[src/rtl/cabac_ctx_init_pkg.sv]
// cabac_ctx_init_pkg: shared CABAC context-init sizes, field positions and FSM states
package cabac_ctx_init_pkg;
  localparam int CTX_NUM = 64;
  localparam int ADDR_W = 6;
  localparam int ROM_DW = 16;
  localparam int CTX_DW = 7;
  localparam int SUM_W = 11;
  localparam int M_HI = 15;
  localparam int M_LO = 8;
  localparam int N_HI = 7;
  localparam int N_LO = 0;
  localparam logic [5:0] QP_MAX = 6'd51;
  localparam logic signed [SUM_W-1:0] PRE_MIN = 11'sd1;
  localparam logic signed [SUM_W-1:0] PRE_MAX = 11'sd126;
  localparam logic [ADDR_W-1:0] LAST_ADDR = ADDR_W'(CTX_NUM - 1);
  typedef enum logic [1:0] {S_IDLE, S_READ, S_DRAIN} state_t;
endpackage

[src/rtl/cabac_ctx_init_calc.sv]
// cabac_ctx_init_calc: combinational HEVC context init, (m, n, qp) -> {pStateIdx, valMPS}
module cabac_ctx_init_calc
  import cabac_ctx_init_pkg::*;
(
  input  logic [7:0]        i_m,
  input  logic [7:0]        i_n,
  input  logic [5:0]        i_qp,
  output logic [CTX_DW-1:0] o_ctx
);
  logic signed [13:0]      w_prod;
  logic signed [SUM_W-1:0] w_t;
  logic signed [SUM_W-1:0] w_sum;
  logic [6:0]              w_pre;
  logic                    w_mps;
  // |m * qp| <= 6528, so a 14-bit signed product cannot overflow
  assign w_prod = $signed({{6{i_m[7]}}, i_m}) * $signed({8'd0, i_qp});
  assign w_t    = SUM_W'(w_prod >>> 4);
  assign w_sum  = w_t + $signed({3'd0, i_n});
  assign w_pre  = w_sum < PRE_MIN ? PRE_MIN[6:0] : w_sum > PRE_MAX ? PRE_MAX[6:0] : w_sum[6:0];
  assign w_mps  = w_pre > 7'd63;
  assign o_ctx  = {w_mps ? w_pre[5:0] : 6'd63 - w_pre[5:0], w_mps};
endmodule

[src/rtl/cabac_ctx_init.sv]
// cabac_ctx_init: per-slice CABAC context initialisation, init ROM -> context-state RAM
module cabac_ctx_init
  import cabac_ctx_init_pkg::*;
(
  input  logic              clk,
  input  logic              rst_n,
  input  logic              start_i,
  input  logic [5:0]        slice_qp_i,
  output logic              busy_o,
  output logic              done_o,
  output logic              rom_rd_en_o,
  output logic [ADDR_W-1:0] rom_rd_addr_o,
  input  logic [ROM_DW-1:0] rom_rd_data_i,
  output logic              ctx_wr_en_o,
  output logic [ADDR_W-1:0] ctx_wr_addr_o,
  output logic [CTX_DW-1:0] ctx_wr_data_o
);
  state_t            r_state;
  logic [5:0]        r_qp;
  logic              r_busy;
  logic              r_done;
  logic              r_rd_en;
  logic [ADDR_W-1:0] r_rd_addr;
  logic              r_vld;
  logic [ADDR_W-1:0] r_tag;
  logic              r_wr_en;
  logic [ADDR_W-1:0] r_wr_addr;
  logic [CTX_DW-1:0] r_wr_data;
  logic [CTX_DW-1:0] w_ctx;
  cabac_ctx_init_calc u_calc (
    .i_m   (rom_rd_data_i[M_HI:M_LO]),
    .i_n   (rom_rd_data_i[N_HI:N_LO]),
    .i_qp  (r_qp),
    .o_ctx (w_ctx)
  );
  // r_vld/r_tag follow the one-cycle ROM latency; data is only consumed under r_vld
  always_ff @(posedge clk or negedge rst_n)
    if (!rst_n) begin
      r_state   <= S_IDLE;
      r_qp      <= '0;
      r_busy    <= 1'b0;
      r_done    <= 1'b0;
      r_rd_en   <= 1'b0;
      r_rd_addr <= '0;
      r_vld     <= 1'b0;
      r_tag     <= '0;
      r_wr_en   <= 1'b0;
      r_wr_addr <= '0;
      r_wr_data <= '0;
    end else begin
      r_done  <= 1'b0;
      r_vld   <= r_rd_en;
      r_tag   <= r_rd_addr;
      r_wr_en <= r_vld;
      if (r_vld) begin
        r_wr_addr <= r_tag;
        r_wr_data <= w_ctx;
      end
      case (r_state)
        S_IDLE:
          if (start_i) begin
            r_state   <= S_READ;
            r_qp      <= slice_qp_i > QP_MAX ? QP_MAX : slice_qp_i;
            r_busy    <= 1'b1;
            r_rd_en   <= 1'b1;
            r_rd_addr <= '0;
          end
        S_READ:
          if (r_rd_addr == LAST_ADDR) begin
            r_state <= S_DRAIN;
            r_rd_en <= 1'b0;
          end else r_rd_addr <= r_rd_addr + 1'b1;
        S_DRAIN:
          if (r_wr_en && r_wr_addr == LAST_ADDR) begin
            r_state <= S_IDLE;
            r_busy  <= 1'b0;
            r_done  <= 1'b1;
          end
        default: r_state <= S_IDLE;
      endcase
    end
  assign busy_o        = r_busy;
  assign done_o        = r_done;
  assign rom_rd_en_o   = r_rd_en;
  assign rom_rd_addr_o = r_rd_addr;
  assign ctx_wr_en_o   = r_wr_en;
  assign ctx_wr_addr_o = r_wr_addr;
  assign ctx_wr_data_o = r_wr_data;
endmodule

[config.mk]
export PLATFORM = sky130hd
export DESIGN_NAME = cabac_ctx_init
export DESIGN_NICKNAME = d
export VERILOG_FILES = /design/src/rtl/cabac_ctx_init_pkg.sv /design/src/rtl/cabac_ctx_init_calc.sv /design/src/rtl/cabac_ctx_init.sv
export SDC_FILE = /design/constraint.sdc
export NUM_CORES = 1
export LEC_CHECK = 0
export CORE_MARGIN = 2
export CORE_UTILIZATION = 25
export DETAILED_ROUTE_END_ITERATION = 6
export PLACE_DENSITY = 0.38
export SLEW_MARGIN = 20
export SYNTH_ARGS = -nofsm -noshare
export SYNTH_HDL_FRONTEND = slang
export SYNTH_HIERARCHICAL = 1
export SYNTH_SLANG_ARGS = --single-unit
[constraint.sdc]
create_clock -name clk -period 16.6 [get_ports clk]
set_input_delay 3.32 -clock clk [delete_from_list [all_inputs] [get_ports clk]]
set_output_delay 3.32 -clock clk [all_outputs]
set_load 0.1 [all_outputs]
# ---- Word-level counts from Yosys, hierarchy flattened
# Index checks and enable logic that the tools add are counted.
dict set report classes {
  n_addsub 3
  eq_ne 8
  muxes 18
  n_reduce_logical 9
  n_mul 1
  magnitude_cmp 4
}
# operator count
set op_table {}
lappend op_table {{$mux W6} 4}
lappend op_table {{$mul A8 B7 Y14} 1}
lappend op_table {{$mux W7} 2}
lappend op_table {{$eq A6 B6 Y1 const B} 2}
lappend op_table {{$pmux W6 S2} 1}
lappend op_table {{$reduce_and A3 Y1} 4}
lappend op_table {{$add A10 B9 Y11} 1}
lappend op_table {{$gt A11 B8 Y1 const B} 1}
lappend op_table {{$lt A11 B2 Y1 const B} 1}
lappend op_table {{$ne A2 B2 Y1 const B} 4}
lappend op_table {{$gt A7 B6 Y1 const B} 1}
lappend op_table {{$add A6 B1 Y6 const B} 1}
lappend op_table {{$gt A6 B6 Y1 const B} 1}
lappend op_table {{$mux W2} 3}
lappend op_table {{$pmux W2 S3} 1}
lappend op_table {{$sub A6 B6 Y6 const A} 1}
lappend op_table {{$mux W1} 5}
lappend op_table {{$pmux W1 S2} 2}
lappend op_table {{$reduce_bool A2 Y1} 2}
lappend op_table {{$eq A2 B1 Y1 const B} 1}
lappend op_table {{$eq A2 B2 Y1 const B} 1}
lappend op_table {{$logic_not A2 Y1} 1}
lappend op_table {{$reduce_and A2 Y1} 1}
lappend op_table {{$logic_and A1 B1 Y1} 1}
dict set report totals {
  wordCells 54
  output_inout_bits 23
  reg_bits 38
}

# ---- Longest topological paths before layout
# Gate-level depths: netlist (run 1).
dict set report depth {
  ltp_word 7
  mapped_depth 25
  depth_no_buf 24
}

# ---- Modules after synthesis
# The synthesis (run 1) kept the hierarchy.
# mod area_each_um2 seq_area_each_um2 n_inst cells_each
set modules_own_cells {}
lappend modules_own_cells {cabac_ctx_init_calc 2368.5 0.0 1 277}
lappend modules_own_cells {cabac_ctx_init 1476.4 950.9 1 120}

# ---- Least setup slack after synthesis (run 1)
# OpenSTA, ideal clock, no wires.
dict set report synth_path {
  kind {in2reg}
  start {input rom_rd_data_i[10]}
  end {register r_wr_data[0], in the netlist ctx_wr_data_o[0]}
  arrival_time_ns 8.923
  slack_ns 7.552
  required_time_ns 16.475
  stages 22
  n_path_buf 1
  path_cell_list {and2_1 > fa_1 > ha_1 > inv_1 > fa_1 > inv_1 > fa_1 > ha_1 > and4_4 > a2111oi_4 > nor2b_1 > o21a_1 > nor2_1 > xnor2_1 > ha_1 > o21a_1 > a2111oi_0 > o21ai_1 > a2111oi_0 > a211oi_1 > buf_4 > mux2_2}
}
dict set report synth_between {
  elab_chain_len 6
  elab_cells_between_ends 7
}
# element line_no
set synth_rtl {}
lappend synth_rtl {{start, declared} cabac_ctx_init.sv:13} ;# input logic [ROM_DW-1:0] rom_rd_data_i,
lappend synth_rtl {{$mul A8 B7 Y14 *} cabac_ctx_init_calc.sv:16} ;# assign w_prod = $signed({{6{i_m[7]}}, i_m}) * $signed({8'd0, i_qp});
lappend synth_rtl {{$add A10 B9 Y11 *} cabac_ctx_init_calc.sv:18} ;# assign w_sum = w_t + $signed({3'd0, i_n});
lappend synth_rtl {{$gt A11 B8 Y1} cabac_ctx_init_calc.sv:19} ;# assign w_pre = w_sum < PRE_MIN ? PRE_MIN[6:0] : w_sum > PRE_MAX ? PRE_MAX[6:0] : w_sum[6:0];
lappend synth_rtl {{$mux W7} cabac_ctx_init_calc.sv:19}
lappend synth_rtl {{$mux W7 *} cabac_ctx_init_calc.sv:19}
lappend synth_rtl {{$gt A7 B6 Y1 *} cabac_ctx_init_calc.sv:20} ;# assign w_mps = w_pre > 7'd63;
lappend synth_rtl {{named net u_calc.w_mps} cabac_ctx_init_calc.sv:14} ;# logic w_mps;
lappend synth_rtl {{end signal, assigned} cabac_ctx_init.sv:57} ;# r_wr_data <= w_ctx;
lappend synth_rtl {{end, declared} cabac_ctx_init.sv:28} ;# logic [CTX_DW-1:0] r_wr_data;
# Mark *: on every way through the listed nets, which the timed path passes. The rest lies on a longest branch.
# A chain may end at the register's enable or synchronous reset.

# ---- Worst setup path after layout (run 1)
dict set report layout_path {
  start {input rom_rd_data_i[12]}
  end {register r_wr_data[0], in the netlist ctx_wr_data_o[0]}
}
dict set report layout_between {
  elab_chain_len 6
  elab_cells_between_ends 7
}
# element line_no
set layout_rtl {}
lappend layout_rtl {{$mul A8 B7 Y14 *} cabac_ctx_init_calc.sv:16}
lappend layout_rtl {{$add A10 B9 Y11 *} cabac_ctx_init_calc.sv:18}
lappend layout_rtl {{$gt A11 B8 Y1} cabac_ctx_init_calc.sv:19}
lappend layout_rtl {{$mux W7} cabac_ctx_init_calc.sv:19}
lappend layout_rtl {{$mux W7 *} cabac_ctx_init_calc.sv:19}
lappend layout_rtl {{$gt A7 B6 Y1 *} cabac_ctx_init_calc.sv:20}
lappend layout_rtl {{named net w_ctx[0]} cabac_ctx_init.sv:29} ;# logic [CTX_DW-1:0] w_ctx;
# Marked as above.

==> impl_metrics.env, run 1 <==
export IMPL_clk_pin_slew_worst_paths_ps=60
export IMPL_crit_buf_inv=3
export IMPL_grt_use_total_pct=11.9
export IMPL_period_needed_ps=9820
export IMPL_numPortBuffers=47
export IMPL_area_delta_synth_final_pct=21.6
export IMPL_synth_simple_area_share_pct=16.5
export IMPL_grt_pass1_wl_um=15600
export IMPL_ys_ff_latch=38
export IMPL_path_max_fanout=8
export IMPL_worstPathRequired_ps=16760
export IMPL_synth_area_leaders="dfrtp_1 25%, fa_1 17%, ha_1 12%"
export IMPL_routed_wl_um=8870
export IMPL_cts_tree="done"
export IMPL_report_final_slew_viol_count=0
export IMPL_clockBufferDepth=2
export IMPL_yosysTopAreaCell="dfrtp_1"
export IMPL_ys_flop_type="dfrtp_1"
export IMPL_cts_resized=0
export IMPL_cp_startpoint="rom_rd_data_i[12]"
export IMPL_post_cts_buffers=0
export IMPL_rrSetupSlack_ps=9810
export IMPL_synth_top_family_by_area="adder cells"
export IMPL_hold_violations=0
export IMPL_drc=0
export IMPL_yosysMostFrequentCell="inv_1"
export IMPL_max_cap_viol_count=0
export IMPL_synthAdderAreaFrac_pct=28.9
export IMPL_cts_sinks=38
export IMPL_ant_nets=0
export IMPL_drive_above_1_share_pct=6.95
export IMPL_synth_top_area_share_pct=24.7
export IMPL_h_tree_depth=2
export IMPL_rsz0062_at_grt="false"
export IMPL_die_area_um2=16400
export IMPL_rows=45
export IMPL_fin_util_pct=31.0
export IMPL_cts_buffers=5
export IMPL_viasPerCell=4.56
export IMPL_cts_hold_buffers_added=0
export IMPL_drt_pass1_iter_count=4
export IMPL_globalplace_congestion=0.754
export IMPL_r2r_start="r_qp[1]$_DFFE_PN0P_"
export IMPL_worstMarginPinSlew_ps=987
export IMPL_fp_dieH_um=128
export IMPL_start_kind="primary input"
export IMPL_hold_path_end="r_vld$_DFF_PN0_"
export IMPL_die_width_um=128
export IMPL_wl_per_cell_um=14.0
export IMPL_synth_cells=397
export IMPL_yosysSeqAreaShare_pct=24.7
export IMPL_synth_warnings=6
export IMPL_holdCritPathClass="flop to flop"
export IMPL_initial_core_util_pct=25.5
export IMPL_synthMuxAreaShare_pct=4.46
export IMPL_antenna_found_initial=0
export IMPL_synth_common_cells="56 x inv_1, 38 x dfrtp_1, 37 x and2_1"
export IMPL_vias=2891
export IMPL_grt_max_degree=39
export IMPL_finalClockSkew_ps=4.68
export IMPL_worstSetupPathType="primary input to flop"
export IMPL_cp_depth=22
export IMPL_max_freq_mhz=102
export IMPL_setup_tns_ps=0
export IMPL_worstHoldStart="rom_rd_en_o$_DFFE_PN0P_"
export IMPL_io_pins=48
export IMPL_postSynthAreaPerCell_um2=9.68
export IMPL_core_area_um2=15100
export IMPL_worstPathArrival_ps=9980
export IMPL_outcome="finished, final reports clean"
export IMPL_synth_xor_area_share_pct=6.35
export IMPL_crit_family="compound AO/OA/AOI/OAI gates"
export IMPL_drtIter0Drc=105
export IMPL_critPathSlowestCell="a2111oi_0"
export IMPL_clk_latency_ps=280
export IMPL_synth_async_reset_ratio_pct=100
export IMPL_slowest_delay_ps=690
export IMPL_ys_types=56
export IMPL_synth_compound_area_share_pct=12.6
export IMPL_final_nets=540
export IMPL_synth_nets=491
export IMPL_worst_r2r_cell_count=21
export IMPL_antennaDiodeCount=0
export IMPL_r2r_end="ctx_wr_data_o[0]$_DFFE_PN0P_"
export IMPL_root_buffer="clkbuf_16"
export IMPL_synth_edf_count=0
export IMPL_relSlewSlack_pct=34.0
export IMPL_setup_viol=0
export IMPL_path_cells="clkdlybuf4s50_1 -> and2_1 -> fa_1 -> ha_1 -> inv_1 -> fa_1 -> inv_1 -> fa_1 -> ha_1 -> and3_1 -> a2111oi_4 -> nor2b_1 -> o21a_1 -> nor2_1 -> xnor2_1 -> ha_1 -> o21a_1 -> a2111oi_0 -> o21ai_1 -> a2111oi_0 -> a211oi_1 -> mux2_2"
export IMPL_hold_path_depth=0
export IMPL_grt_pass1_vias=3174
export IMPL_place_detailed_hpwl_um=7180
export IMPL_critPathCaptureType="flop"
export IMPL_gr_total_overflow=0
export IMPL_period_share_pct=59.1
export IMPL_syn_cell_area_um2=3840
-- final cells by class --
cell class,instances,area [um^2]
tap,188,235
clock inverter,1,30.0
multi-input combinational,298,2650
clock buffer,6,139
inverter,56,210
sequential,38,951
timing repair buffer,47,465
fill,1618,10400
-- cells in the final DEF, fill, tap and decap left out, types with 7 or more instances in the layout --
cell             instances
ha_1                    36
xnor2_1                 21
mux2_2                  13
nand2_1                 34
dfrtp_1                 38
a21oi_1                 17
fa_1                    33
nor2_1                  15
nand3_1                  7
inv_1                   56
and2_1                  37
o21ai_0                  9
clkdlybuf4s50_1         46
-- sequential cells by signal, indices dropped and copies added (netlist names) --
signal and flops:
ctx_wr_data_o 7, ctx_wr_addr_o 6, r_qp 6, r_tag 6
rom_rd_addr_o 6, r_state 2, busy_o 1, ctx_wr_en_o 1
done_o 1, r_vld 1, rom_rd_en_o 1
-- kinds of logic after synthesis --
logic type,count (synthesis)
AND/OR/NAND/NOR,120
flip-flops,38
buffers and inverters,61
XOR/XNOR,27
multiplexers,15
AO/OA/AOI/OAI,67
adder cells (fa/ha/maj),69
-- per-layer routing --
layer	GRT usage [%]	up-vias	wire length, um
li1	-	1424	-
met1	16.2	1410	4450
met2	20.2	53	4100
met3	1.50	4	257
met4	2.52	0	58
met5	0	-	0
-- metrics by stage --
stage	std cells	hold slack, ps	setup slack [ps]	area (um^2)
6_report	634	433	6780	4680
3_3_place_gp	627	428	6650	4510
2_1_floorplan	397	430	7550	3840
3_5_place_dp	627	428	6520	4510
5_1_grt	634	464	6080	4680
4_1_cts	634	442	6800	4680
-- worst max-delay path by stage --
stage | to
finish | ctx_wr_data_o[0]$_DFFE_PN0P_
global route | ctx_wr_data_o[0]$_DFFE_PN0P_
CTS | ctx_wr_data_o[0]$_DFFE_PN0P_
detailed placement | ctx_wr_data_o[0]$_DFFE_PN0P_
global placement | ctx_wr_data_o[0]$_DFFE_PN0P_
floorplan | ctx_wr_data_o[0]$_DFFE_PN0P_
Power of run 1 is left out: the tool's default activity adds up to more than one toggle a clock period on the data nets, which glitch-free logic cannot reach.
==> run 2, diff against run 1 <==
- clock period: 16.6 -> 10.3 ns (I/O delays scaled with it)
==> impl_metrics.env, run 2 (same netlist as run 1, synthesis figures left out) <==
export IMPL_place_detailed_hpwl_um=7210
export IMPL_drive_above_1_share_pct=6.95
export IMPL_worstMarginPinSlew_ps=987
export IMPL_core_area_um2=15100
export IMPL_grt_max_degree=39
export IMPL_path_cells="clkdlybuf4s50_1 -> and2_1 -> fa_1 -> ha_1 -> inv_1 -> fa_1 -> inv_1 -> fa_1 -> ha_1 -> and4_4 -> a2111oi_4 -> nor2b_1 -> o21a_1 -> nor2_1 -> xnor2_1 -> ha_1 -> o21a_1 -> a2111oi_0 -> o21ai_1 -> a2111oi_0 -> a211oi_1 -> mux2_2"
export IMPL_drtIter0Drc=91
export IMPL_vias=2860
export IMPL_hold_violations=0
export IMPL_ant_nets=0
export IMPL_finalClockSkew_ps=4.98
export IMPL_drt_pass1_iter_count=4
export IMPL_setup_tns_ps=0
export IMPL_clk_latency_ps=280
export IMPL_holdCritPathClass="flop to flop"
export IMPL_io_pins=48
export IMPL_largest_reg_flops=7
export IMPL_final_nets=540
export IMPL_pre_cts_slack_ps=1480
export IMPL_worstPathArrival_ps=8640
export IMPL_area_delta_synth_final_pct=21.6
export IMPL_cts_hold_buffers_added=0
export IMPL_max_freq_mhz=118
export IMPL_report_final_slew_viol_count=0
export IMPL_fp_dieH_um=128
export IMPL_clk_pin_slew_worst_paths_ps=60
export IMPL_crit_buf_inv=3
export IMPL_setup_ws_ps=1820
export IMPL_rows=45
export IMPL_period_share_pct=82.3
export IMPL_critPathSlowestCell="a2111oi_0"
export IMPL_grt_pass1_wl_um=15800
export IMPL_root_buffer="clkbuf_16"
export IMPL_routed_wl_um=8830
export IMPL_antenna_found_initial=0
export IMPL_cts_resized=0
export IMPL_worstSetupPathType="primary input to flop"
export IMPL_drc=0
export IMPL_fin_util_pct=31.0
export IMPL_grt_pass1_vias=3231
export IMPL_cts_buffers=5
export IMPL_start_kind="primary input"
export IMPL_most_common_layout_cells="56 x inv_1, 46 x clkdlybuf4s50_1, 38 x dfrtp_1, 37 x and2_1, 36 x ha_1"
export IMPL_crit_family="compound AO/OA/AOI/OAI gates"
export IMPL_rsz0062_at_grt="false"
export IMPL_outcome="finished, final reports clean"
export IMPL_gr_total_overflow=0
export IMPL_slowest_delay_ps=660
export IMPL_post_cts_buffers=0
export IMPL_setup_viol=0
export IMPL_die_width_um=128
export IMPL_grt_use_total_pct=11.9
export IMPL_initial_core_util_pct=25.5
export IMPL_wl_per_cell_um=13.9
export IMPL_relSlewSlack_pct=34.0
export IMPL_h_tree_depth=2
export IMPL_holdWs_ps=441
export IMPL_critPathCaptureType="flop"
export IMPL_clockBufferDepth=2
export IMPL_cts_tree="done"
export IMPL_antennaDiodeCount=0
export IMPL_globalplace_congestion=0.755
export IMPL_period_needed_ps=8480
export IMPL_max_cap_viol_count=0
export IMPL_numPortBuffers=47
export IMPL_viasPerCell=4.51
export IMPL_worstPathRequired_ps=10460
export IMPL_path_max_fanout=8
export IMPL_cts_sinks=38
export IMPL_die_area_um2=16400
export IMPL_final_common_cell="inv_1"
==> run 2: metal layers <==
| layer | vias up | wire [um] | track usage [%] |
|---|---|---|---|
| met5 | - | 0 | 0 |
| met4 | 0 | 52 | 2.13 |
| met3 | 5 | 276 | 1.42 |
| met2 | 49 | 4100 | 20.3 |
| met1 | 1380 | 4400 | 16.3 |
| li1 | 1426 | - | - |
==> run 2: final cells by class <==
cell class / instances / area [um^2]
inverter: 56 / 210
tap: 188 / 235
clock inverter: 1 / 30.0
multi-input combinational: 298 / 2650
fill: 1596 / 10400
timing repair buffer: 47 / 465
sequential: 38 / 951
clock buffer: 6 / 139
==> run 2: stage by stage <==
step / instance area, um^2 / instances
floorplan: 3840 / 397
global placement: 4510 / 627
detailed placement: 4510 / 627
CTS: 4680 / 634
global route: 4680 / 634
finish: 4680 / 634
==> run 2: path summary, 6_finish.rpt <==
check	endpoint	depth (start not counted)	start	slack, ps
setup reg to reg	ctx_wr_data_o[0]$_DFFE_PN0P_	21	r_qp[1]$_DFFE_PN0P_	3550
max in group asynchronous	rom_rd_en_o$_DFFE_PN0P_	1	rst_n	7880
setup / recovery	ctx_wr_data_o[0]$_DFFE_PN0P_	22	rom_rd_data_i[12]	1820
hold / removal	r_vld$_DFF_PN0_	0	rom_rd_en_o$_DFFE_PN0P_	440
hold reg to reg	r_vld$_DFF_PN0_	0	rom_rd_en_o$_DFFE_PN0P_	440
min in group asynchronous	r_tag[0]$_DFF_PN0_	1	rst_n	1890
Power of run 2 is left out for the same reason.
==> run 3, diff against run 2 <==
- PLACE_DENSITY: 0.38 -> 0.4
- clock period: 10.3 -> 7.8 ns (I/O delays scaled with it)
==> impl_metrics.env, run 3 (same netlist as run 1, synthesis figures left out) <==
export IMPL_fillers=1593
export IMPL_finalClockSkew_ps=5.73
export IMPL_register_area_um2=951
export IMPL_drtIter0Drc=89
export IMPL_start_kind="primary input"
export IMPL_die_area_um2=16400
export IMPL_numPortBuffers=47
export IMPL_gr_total_overflow=0
export IMPL_slowest_delay_ps=530
export IMPL_globalplace_congestion=0.761
export IMPL_h_tree_depth=2
export IMPL_fp_dieH_um=128
export IMPL_place_detailed_hpwl_um=7040
export IMPL_antenna_found_initial=0
export IMPL_rows=45
export IMPL_holdCritPathClass="flop to flop"
export IMPL_crit_buf_inv=3
export IMPL_worstHoldStart="rom_rd_en_o$_DFFE_PN0P_"
export IMPL_max_freq_mhz=135
export IMPL_root_buffer="clkbuf_16"
export IMPL_cts_resized=0
export IMPL_report_final_slew_viol_count=0
export IMPL_r2r_start="r_qp[1]$_DFFE_PN0P_"
export IMPL_final_common_cell="inv_1"
export IMPL_setup_tns_ps=0
export IMPL_critPathSlowestCell="fa_1"
export IMPL_drt_pass1_iter_count=5
export IMPL_clockBufferDepth=2
export IMPL_clk_latency_ps=280
export IMPL_crit_family="adder cells"
export IMPL_pre_cts_slack_ps=100
export IMPL_viasPerCell=4.50
export IMPL_cp_depth=24
export IMPL_cts_buffers=5
export IMPL_die_width_um=128
export IMPL_rsz0062_at_grt="false"
export IMPL_critPathCaptureType="flop"
export IMPL_drc=0
export IMPL_post_cts_buffers=0
export IMPL_largest_reg_flops=7
export IMPL_cts_sinks=38
export IMPL_setup_ws_ps=400
export IMPL_hold_violations=0
export IMPL_cp_startpoint="rom_rd_data_i[10]"
export IMPL_multi_input_comb_area_um2=2650
export IMPL_area_delta_synth_final_pct=23.8
export IMPL_grt_use_total_pct=11.6
export IMPL_setup_viol=0
export IMPL_period_share_pct=94.9
export IMPL_final_nets=551
export IMPL_grt_pass1_vias=3311
export IMPL_grt_pass1_wl_um=15500
export IMPL_ant_nets=0
export IMPL_worst_r2r_cell_count=23
export IMPL_io_pins=48
export IMPL_wl_per_cell_um=13.3
export IMPL_clk_pin_slew_worst_paths_ps=60
export IMPL_drive_above_1_share_pct=9.19
export IMPL_hold_path_depth=0
export IMPL_core_area_um2=15100
export IMPL_period_needed_ps=7400
export IMPL_worstPathRequired_ps=7960
export IMPL_grt_max_degree=39
export IMPL_most_common_layout_cells="56 x inv_1, 46 x clkdlybuf4s50_1, 38 x dfrtp_1, 37 x and2_1, 36 x ha_1"
export IMPL_relSlewSlack_pct=34.6
export IMPL_vias=2905
export IMPL_cts_hold_buffers_added=0
export IMPL_path_cells="clkdlybuf4s50_1 -> and2_1 -> fa_1 -> ha_1 -> inv_1 -> fa_1 -> inv_1 -> fa_1 -> ha_1 -> and4_4 -> a2111oi_4 -> nor2b_1 -> o21a_1 -> nor2_1 -> nor2b_1 -> o31a_1 -> ha_1 -> a21oi_1 -> o21ai_0 -> a31o_2 -> a211o_1 -> mux2_4 -> a2bb2oi_1 -> mux2_2"
export IMPL_antennaDiodeCount=0
export IMPL_initial_core_util_pct=25.5
export IMPL_path_max_fanout=6
export IMPL_cts_tree="done"
export IMPL_worstSetupPathType="primary input to flop"
export IMPL_routed_wl_um=8610
export IMPL_worstPathArrival_ps=7560
export IMPL_worstMarginPinSlew_ps=978
export IMPL_max_cap_viol_count=0
export IMPL_outcome="finished, final reports clean"
[run 3: final cells by class]
cell class                      count  area share [%]
Clock inverter                      1           0.631
Timing Repair Buffer               58            11.5
Tap cell                          188            4.94
Inverter                           56            4.42
Clock buffer                        6            2.92
Multi-Input combinational cell    298            55.6
Sequential cell                    38            20.0
[run 3: layer usage]
| metal | part of all wire [%] | vias up | track usage (%) |
|---|---|---|---|
| met3 | 3.3 | 6 | 1.71 |
| met1 | 51 | 1400 | 16.1 |
| met2 | 45 | 52 | 19.3 |
| li1 | - | 1447 | - |
| met4 | 0.72 | 0 | 2.26 |
| met5 | 0 | - | 0 |
[run 3: worst reg2reg max path, stage by stage (launching register included)]
cell	delay (ps)
dfrtp_1	590
and2_1	230
fa_1	420
ha_1	290
inv_1	60
fa_1	530
inv_1	50
fa_1	470
ha_1	360
and4_4	220
a2111oi_4	350
nor2b_1	100
o21a_1	170
nor2_1	140
nor2b_1	60
o31a_1	260
ha_1	300
a21oi_1	140
o21ai_0	150
a31o_2	320
a211o_1	230
mux2_4	300
a2bb2oi_1	160
mux2_2	260
[run 3: path summary, 6_finish.rpt]
| check | to | slack [ps] |
|---|---|---|
| hold reg to reg | r_vld$_DFF_PN0_ | 440 |
| setup / recovery | ctx_wr_data_o[3]$_DFFE_PN0P_ | 400 |
| setup reg to reg | ctx_wr_data_o[3]$_DFFE_PN0P_ | 1520 |
| max in group asynchronous | rom_rd_addr_o[4]$_DFFE_PN0P_ | 5880 |
| min in group asynchronous | r_tag[0]$_DFF_PN0_ | 1390 |
| hold / removal | r_vld$_DFF_PN0_ | 440 |
[run 3: per-stage QoR]
stage               area, um^2  hold WS (ps)  cells  util, %
floorplan                 3840           430    397        -
global placement          4590           436    638     30.4
detailed placement        4590           429    638     30.4
CTS                       4760           443    645     31.5
global route              4760           476    645     31.5
finish                    4760           445    645     31.5
Power of run 3 is left out for the same reason.
